## src/rtl/trace_packet_axis_streamer.sv

```systemverilog
// trace_packet_axis_streamer: packs trace samples with cycle delta and event counts into an AXI-Stream FIFO
module trace_packet_axis_streamer #(
    parameter int XLEN                 = 64,
    parameter int INSTR_WIDTH          = 32,
    parameter int CLK_COUNTER_WIDTH    = 64,
    parameter int N_EVENTS             = 37,
    parameter int COUNTER_WIDTH        = 7,
    parameter int FIFO_DEPTH           = 4,
    parameter int WE_POSEDGE_TRIGGERED = 1,
    localparam int DATA_WIDTH = INSTR_WIDTH + CLK_COUNTER_WIDTH + XLEN + N_EVENTS * COUNTER_WIDTH
) (
    input  logic                         clk,
    input  logic                         rst_n,
    input  logic [XLEN-1:0]              pc,
    input  logic [INSTR_WIDTH-1:0]       instr,
    input  logic                         write_enable,
    input  logic                         tlast_req,
    input  logic [31:0]                  tlast_interval,
    input  logic [N_EVENTS-1:0]          performance_events,
    input  logic [1:0]                   ctrl_addr,
    input  logic [CLK_COUNTER_WIDTH-1:0] ctrl_wdata,
    input  logic                         ctrl_we,
    output logic                         M_AXIS_tvalid,
    input  logic                         M_AXIS_tready,
    output logic [DATA_WIDTH-1:0]        M_AXIS_tdata,
    output logic                         M_AXIS_tlast,
    output logic [15:0]                  drop_count
);
    localparam int AW = $clog2(FIFO_DEPTH);

    logic                         ctrl_we_prev_q, ctrl_we_prev_d;
    logic [CLK_COUNTER_WIDTH-1:0] clk_counter_q, clk_counter_d;
    logic [CLK_COUNTER_WIDTH-1:0] last_ts_q, last_ts_d;
    logic [COUNTER_WIDTH-1:0]     cnt_q [N_EVENTS];
    logic [COUNTER_WIDTH-1:0]     cnt_d [N_EVENTS];
    logic [COUNTER_WIDTH-1:0]     snap [N_EVENTS];
    logic [31:0]                  beat_q, beat_d;
    logic [15:0]                  drop_q, drop_d;
    logic [DATA_WIDTH:0]          mem_q [FIFO_DEPTH];
    logic [DATA_WIDTH:0]          mem_d [FIFO_DEPTH];
    logic [AW-1:0]                wr_ptr_q, wr_ptr_d, rd_ptr_q, rd_ptr_d;
    logic [AW:0]                  count_q, count_d;
    logic                         ctrl_wr, clr, full, pop, push, tag;
    logic [31:0]                  beat_inc;
    logic [DATA_WIDTH-1:0]        packet;

    // Snapshot counters including this cycle's events and pack the sample word
    always_comb begin
        packet = {instr, clk_counter_q - last_ts_q, pc, {(N_EVENTS * COUNTER_WIDTH){1'b0}}};
        for (int i = 0; i < N_EVENTS; i++) begin
            snap[i] = cnt_q[i] + COUNTER_WIDTH'(performance_events[i]);
            packet[(N_EVENTS - 1 - i) * COUNTER_WIDTH +: COUNTER_WIDTH] = snap[i];
        end
    end

    // Control writes, timestamps, event counters, framing and drop accounting
    always_comb begin
        ctrl_we_prev_d = ctrl_we;
        ctrl_wr        = (WE_POSEDGE_TRIGGERED != 0) ? (ctrl_we & ~ctrl_we_prev_q) : ctrl_we;
        clr            = ctrl_wr && ctrl_addr == 2'd2;
        clk_counter_d  = (ctrl_wr && ctrl_addr == 2'd0) ? ctrl_wdata : clk_counter_q + 1'b1;
        last_ts_d      = (ctrl_wr && ctrl_addr == 2'd1) ? ctrl_wdata : write_enable ? clk_counter_q : last_ts_q;
        for (int i = 0; i < N_EVENTS; i++) cnt_d[i] = (clr | write_enable) ? '0 : snap[i];
        beat_inc       = beat_q + 1'b1;
        tag            = tlast_req | (tlast_interval != 0 && beat_inc == tlast_interval);
        beat_d         = clr ? '0 : push ? (tag ? '0 : beat_inc) : beat_q;
        drop_d         = (write_enable & ~push & ~&drop_q) ? drop_q + 1'b1 : drop_q;
    end

    // Output queue: a full FIFO still accepts a push when the head pops in the same cycle
    always_comb begin
        full     = count_q == (AW + 1)'(FIFO_DEPTH);
        pop      = (count_q != '0) & M_AXIS_tready;
        push     = write_enable & (~full | pop);
        wr_ptr_d = push ? wr_ptr_q + 1'b1 : wr_ptr_q;
        rd_ptr_d = pop ? rd_ptr_q + 1'b1 : rd_ptr_q;
        count_d  = count_q + (AW + 1)'(push) - (AW + 1)'(pop);
        mem_d    = mem_q;
        if (push) mem_d[wr_ptr_q] = {tag, packet};
    end

    // State registers with asynchronous active-low reset
    always_ff @(posedge clk or negedge rst_n) begin
        if (!rst_n) begin
            ctrl_we_prev_q <= 1'b0;
            clk_counter_q  <= '0;
            last_ts_q      <= '0;
            cnt_q          <= '{default: '0};
            beat_q         <= '0;
            drop_q         <= '0;
            mem_q          <= '{default: '0};
            wr_ptr_q       <= '0;
            rd_ptr_q       <= '0;
            count_q        <= '0;
        end else begin
            ctrl_we_prev_q <= ctrl_we_prev_d;
            clk_counter_q  <= clk_counter_d;
            last_ts_q      <= last_ts_d;
            cnt_q          <= cnt_d;
            beat_q         <= beat_d;
            drop_q         <= drop_d;
            mem_q          <= mem_d;
            wr_ptr_q       <= wr_ptr_d;
            rd_ptr_q       <= rd_ptr_d;
            count_q        <= count_d;
        end
    end

    assign M_AXIS_tvalid = count_q != '0;
    assign M_AXIS_tdata  = mem_q[rd_ptr_q][DATA_WIDTH-1:0];
    assign M_AXIS_tlast  = mem_q[rd_ptr_q][DATA_WIDTH];
    assign drop_count    = drop_q;
endmodule

```

## config.mk

```make
export PLATFORM = sky130hd
export DESIGN_NAME = trace_packet_axis_streamer
export DESIGN_NICKNAME = d
export VERILOG_FILES = /design/src/rtl/trace_packet_axis_streamer.sv
export SDC_FILE = /design/constraint.sdc
export NUM_CORES = 2
export LEC_CHECK = 0
export ABC_AREA = 1
export BUFFER_PORTS_ARGS = -buffer_cell sky130_fd_sc_hd__buf_2
export CORE_MARGIN = 8
export CORE_UTILIZATION = 61
export DETAILED_ROUTE_END_ITERATION = 6
export PLACE_DENSITY_LB_ADDON = 0.2
export SLEW_MARGIN = 20
export SYNTH_ARGS = -nofsm -noshare
export SYNTH_HDL_FRONTEND = slang
export SYNTH_SLANG_ARGS = --single-unit
```

## constraint.sdc

```tcl
create_clock -name clk -period 2.8 [get_ports clk]
set_input_delay 0 -clock clk [delete_from_list [all_inputs] [get_ports clk]]
set_output_delay 0 -clock clk [all_outputs]
set_load 0.02 [all_outputs]
```

==> flow_summary.toml <==
[status]
status = "finished, violations left"
failed_checks = "negative setup slack"

[die]
row_count = 147
core_um2 = 161000
dieArea_um2 = 175000
die-width_um = 418
ios = 674
start_util_pct = 61.4
die_y_um = 418

[detailed_routing]
post-route-drc-count = 0
dr_total_vias = 91000
first_iter_violations = 10500
viasPerCell = 5.94
ant_nets = 0
drtPass1Iterations = 7
routed_wirelength_um = 322000
routedWlPerCell_um = 21.0

[cts]
cts_root_buf = "clkbuf_16"
max-clock-path-buffers = 3
cts_tree = "yes"
clock-sinks = 2123
cts_buffers = 212
clkTransAtPathRegs_ns = 0.06
ctsHtreeMaxLevel = 4
clock_latency_ns = 0.87

[global_route]
first_global_vias = 90300
grt_start_max_net_pins = 187
antenna_found_initial = 14
grt_use_total_pct = 35.7
grt_pass1_wl_um = 502000
overflow = 0

[setup_path]
crit_path_max_incr_delay_ns = 0.49
reg2regPathDepth = 13
crit_buf_inv = 3
r2r_setup_slack_ns = 0.09
crit_path_start = "rd_ptr_q[1]"
crit-reg2reg-launch = "clk_counter_q[2]"
cp.arrival_ns = 2.86
end_kind = "output port"
critical_path.max_fanout = 71
reg2reg_to = "clk_counter_q[31]"
cp_top_family = "buffers and inverters"
critPathRequiredTime_ns = 2.80
critPathLaunchType = "register"
slowest_stage = "o22ai_1"
worstPathCellList = "buf_6, buf_12, o21ai_0, o22ai_1, buf_2"
critPathKind = "reg2out"

[timing]
worst_pin_slew_ns = 1.08
final.period_utilization_pct = 102
max_slew_margin_pct = 28.1
fin_skew_ns = 0.0532
post-route-min-period_ns = 2.86
hold_viol = 0
setup_viol = 1
rsz0062_at_grt = "yes"
slew_viol_final = 0
finalWorstSetupSlack_ns = -0.0560
max_freq_mhz = 350

[power]
power_frac_clock_pct = 21.9
power_w = 0.133
ir_drop_mv = 0.889
comb_power_share_pct = 46.6
switching_share_pct = 44.1
seqPwrFrac_pct = 31.5
power_density_nw_per_um2 = 1120
p_switching_w = 0.0588
p_int_w = 0.0747
leakage_nw = 57.2

[placement]
gp_routability_congestion = 0.975
place_ws_ns = 0.0343
port_buffers = 673
dp_hpwl_um = 198000

[hold_path]
worstHoldEndpoint = "clk_counter_q[28]"
worstHoldStart = "ctrl_wdata[28]"
whs_path_depth = 4
hp-class = "in2reg"

[synthesis]
synth_xor_area_share_pct = 2.74
ys.warnings.count = 0
synth-simple-area-share_pct = 21.1
synthAdderAreaFrac_pct = 1.88
synth_area_um2 = 98600
syn_area_per_cell_um2 = 8.21
ys_seq_area_share_pct = 53.9
synth_cell_type_count = 46
synth-compound-area-share_pct = 14.9
synth-edff-count = 0
netlist_instances = 12000
ys.flop_type = "dfrtp_1"
synth.area.mux_share_pct = 0.0114
synth_seq_cells = 2123
synth_top_family_by_area = "simple AND/OR/NAND/NOR gates"
syn_nets = 12400
synthArstFlopShare_pct = 100

[flow_run]
max-cap-violations = 0

[finish]
syn_to_final_growth_pct = 20.9
multi_input_area_um2 = 41000
drive_gt1_share_pct = 12.5
fill_cells = 11600
fin_nets = 13400
seq_area_um2 = 53100
## cell usage after synthesis (2+ instances only)
master     count  area [um2]
a21boi_0       8        60.1
nor3_1        76         380
or2_2          9        56.3
nor2_1      1415        5310
a21oi_1       89         445
nor2_2        12        75.1
and3_1         3        18.8
a21o_1        12        90.1
a31oi_1       13        81.3
o21ai_1        2        10.0
xnor2_1      117        1020
o21bai_1      14         105
o2111ai_1      2        17.5
inv_1        649        2440
clkbuf_1     592        2220
nand4_1       37         231
nor4_1        20         125
o22ai_1      422        2640
buf_2        114         571
o21ai_0     2107       10500
o211ai_1      27         203
buf_1         23        86.3
dfrtp_1     2123       53100
xor2_1       186        1630
inv_2          7        26.3
ha_1         145        1810
nand3b_1      26         195
buf_6          3        33.8
fa_1           2        40.0
o221ai_1      43         377
o21a_1        10        75.1
clkinv_1       4        15.0
nand3_2       11         110
nand3_1      398        1990
nand2_1     3271       12300
## metal layers
| metal | vias to the layer above | share of wire, % | global-route usage (%) |
|---|---|---|---|
| li1 | 41200 | - | - |
| met5 | - | 0 | 0 |
| met1 | 44200 | 39 | 46.7 |
| met2 | 4580 | 46 | 55.7 |
| met3 | 989 | 8.1 | 6.17 |
| met4 | 0 | 7.2 | 22.6 |
## cell type report
cell class	count	area share, %
Sequential cell	2123	44.6
Clock buffer	325	5.35
Tap cell	2160	2.27
Timing Repair Buffer	1480	10.6
Multi-Input combinational cell	8488	34.4
Clock inverter	65	0.675
Antenna cell	15	0.0315
Timing Repair inverter	3	0.0220
Inverter	660	2.13
## worst max-delay path by stage
stage | slack (ns) | depth (start not counted) | to
global placement | 0.06 | 11 | mem_q[348]
CTS | -0.04 | 7 | M_AXIS_tdata[15]
finish | -0.06 | 5 | M_AXIS_tdata[362]
floorplan | 0.46 | 16 | mem_q[1629]
global route | -0.06 | 7 | M_AXIS_tdata[76]
detailed placement | 0.03 | 11 | mem_q[1194]
## tightest hold or removal path, cell delays in order
cell and delay (ns):
dlygate4sd3_1 0.51, buf_2 0.10, inv_1 0.08, o21ai_0 0.16
## power by group through the flow
stage          clock [W]  combinational [W]  sequential [W]
2_1_floorplan          0             0.0340          0.0414
3_3_place_gp           0             0.0556          0.0420
3_5_place_dp           0             0.0565          0.0424
4_1_cts           0.0294             0.0598          0.0420
5_1_grt           0.0306             0.0663          0.0429
6_report          0.0292             0.0622          0.0421
## flip-flops by register name, summed over array words and instances (netlist names)
| signal | flops |
|---|---|
| count_q | 3 |
| rd_ptr_q | 2 |
| mem_q | 1680 |
| drop_count | 16 |
| last_ts_q | 64 |
| cnt_q | 259 |
| clk_counter_q | 64 |
| ctrl_we_prev_q | 1 |
| beat_q | 32 |
| wr_ptr_q | 2 |
## through the flow
step | utilization, % | setup TNS, ns | std cells | cell area [um2] | hold slack, ns
after floorplan | - | 0 | 12000 | 98600 | -0.296
after global placement | 66.1 | 0 | 14500 | 106000 | 0.0852
after detailed placement | 66.1 | 0 | 14500 | 106000 | 0.0876
after CTS | 73.8 | -0.213 | 15300 | 119000 | 0.0000681
final | 74.2 | -0.0560 | 15300 | 119000 | 0.0500
after global routing | 74.2 | -1.02 | 15300 | 119000 | 0.0173
## layout by cell type, fill, tap and decap left out, types with 14 or more instances in the layout
cell type	synthesis	layout
a21oi_1	89	81
ha_2	0	19
inv_1	649	648
o22ai_1	422	325
clkbuf_1	592	51
dfrtp_1	2123	2118
o211ai_1	27	27
clkbuf_16	0	221
clkinv_2	0	30
o22ai_2	0	97
nand3_2	11	16
nand3b_1	26	26
xnor2_1	117	114
nor3_1	76	73
buf_4	0	258
nor4_1	20	17
diode_2	0	15
clkbuf_8	0	60
o221ai_1	43	43
nor2_2	12	22
o21ai_0	2107	2099
dlygate4sd3_1	0	406
nand4_1	37	37
o21bai_1	14	14
nand2_1	3271	3261
nor2_1	1415	1401
buf_12	0	108
ha_1	145	126
xor2_1	186	184
buf_16	0	21
nand3_1	398	393
buf_2	114	660
## repair_timing
item,CTS,global route
resized for setup,125,114
hold buffers,407,0
pin swaps,2,12
hold endpoints to repair,3221,0
setup buffers,13,5
gates cloned,11,7
endpoints found under the setup margin,370,285
## logic make-up after synthesis
kind of cell | Yosys count
and+or+nand+nor | 5284
AOI/OAI and AO/OA | 2751
DFF | 2123
buffers and inverters | 1392
xor gates and xnor gates | 305
adders and majority gates | 147
muxes | 1
No activity file was read; power rests on OpenSTA's default activity.
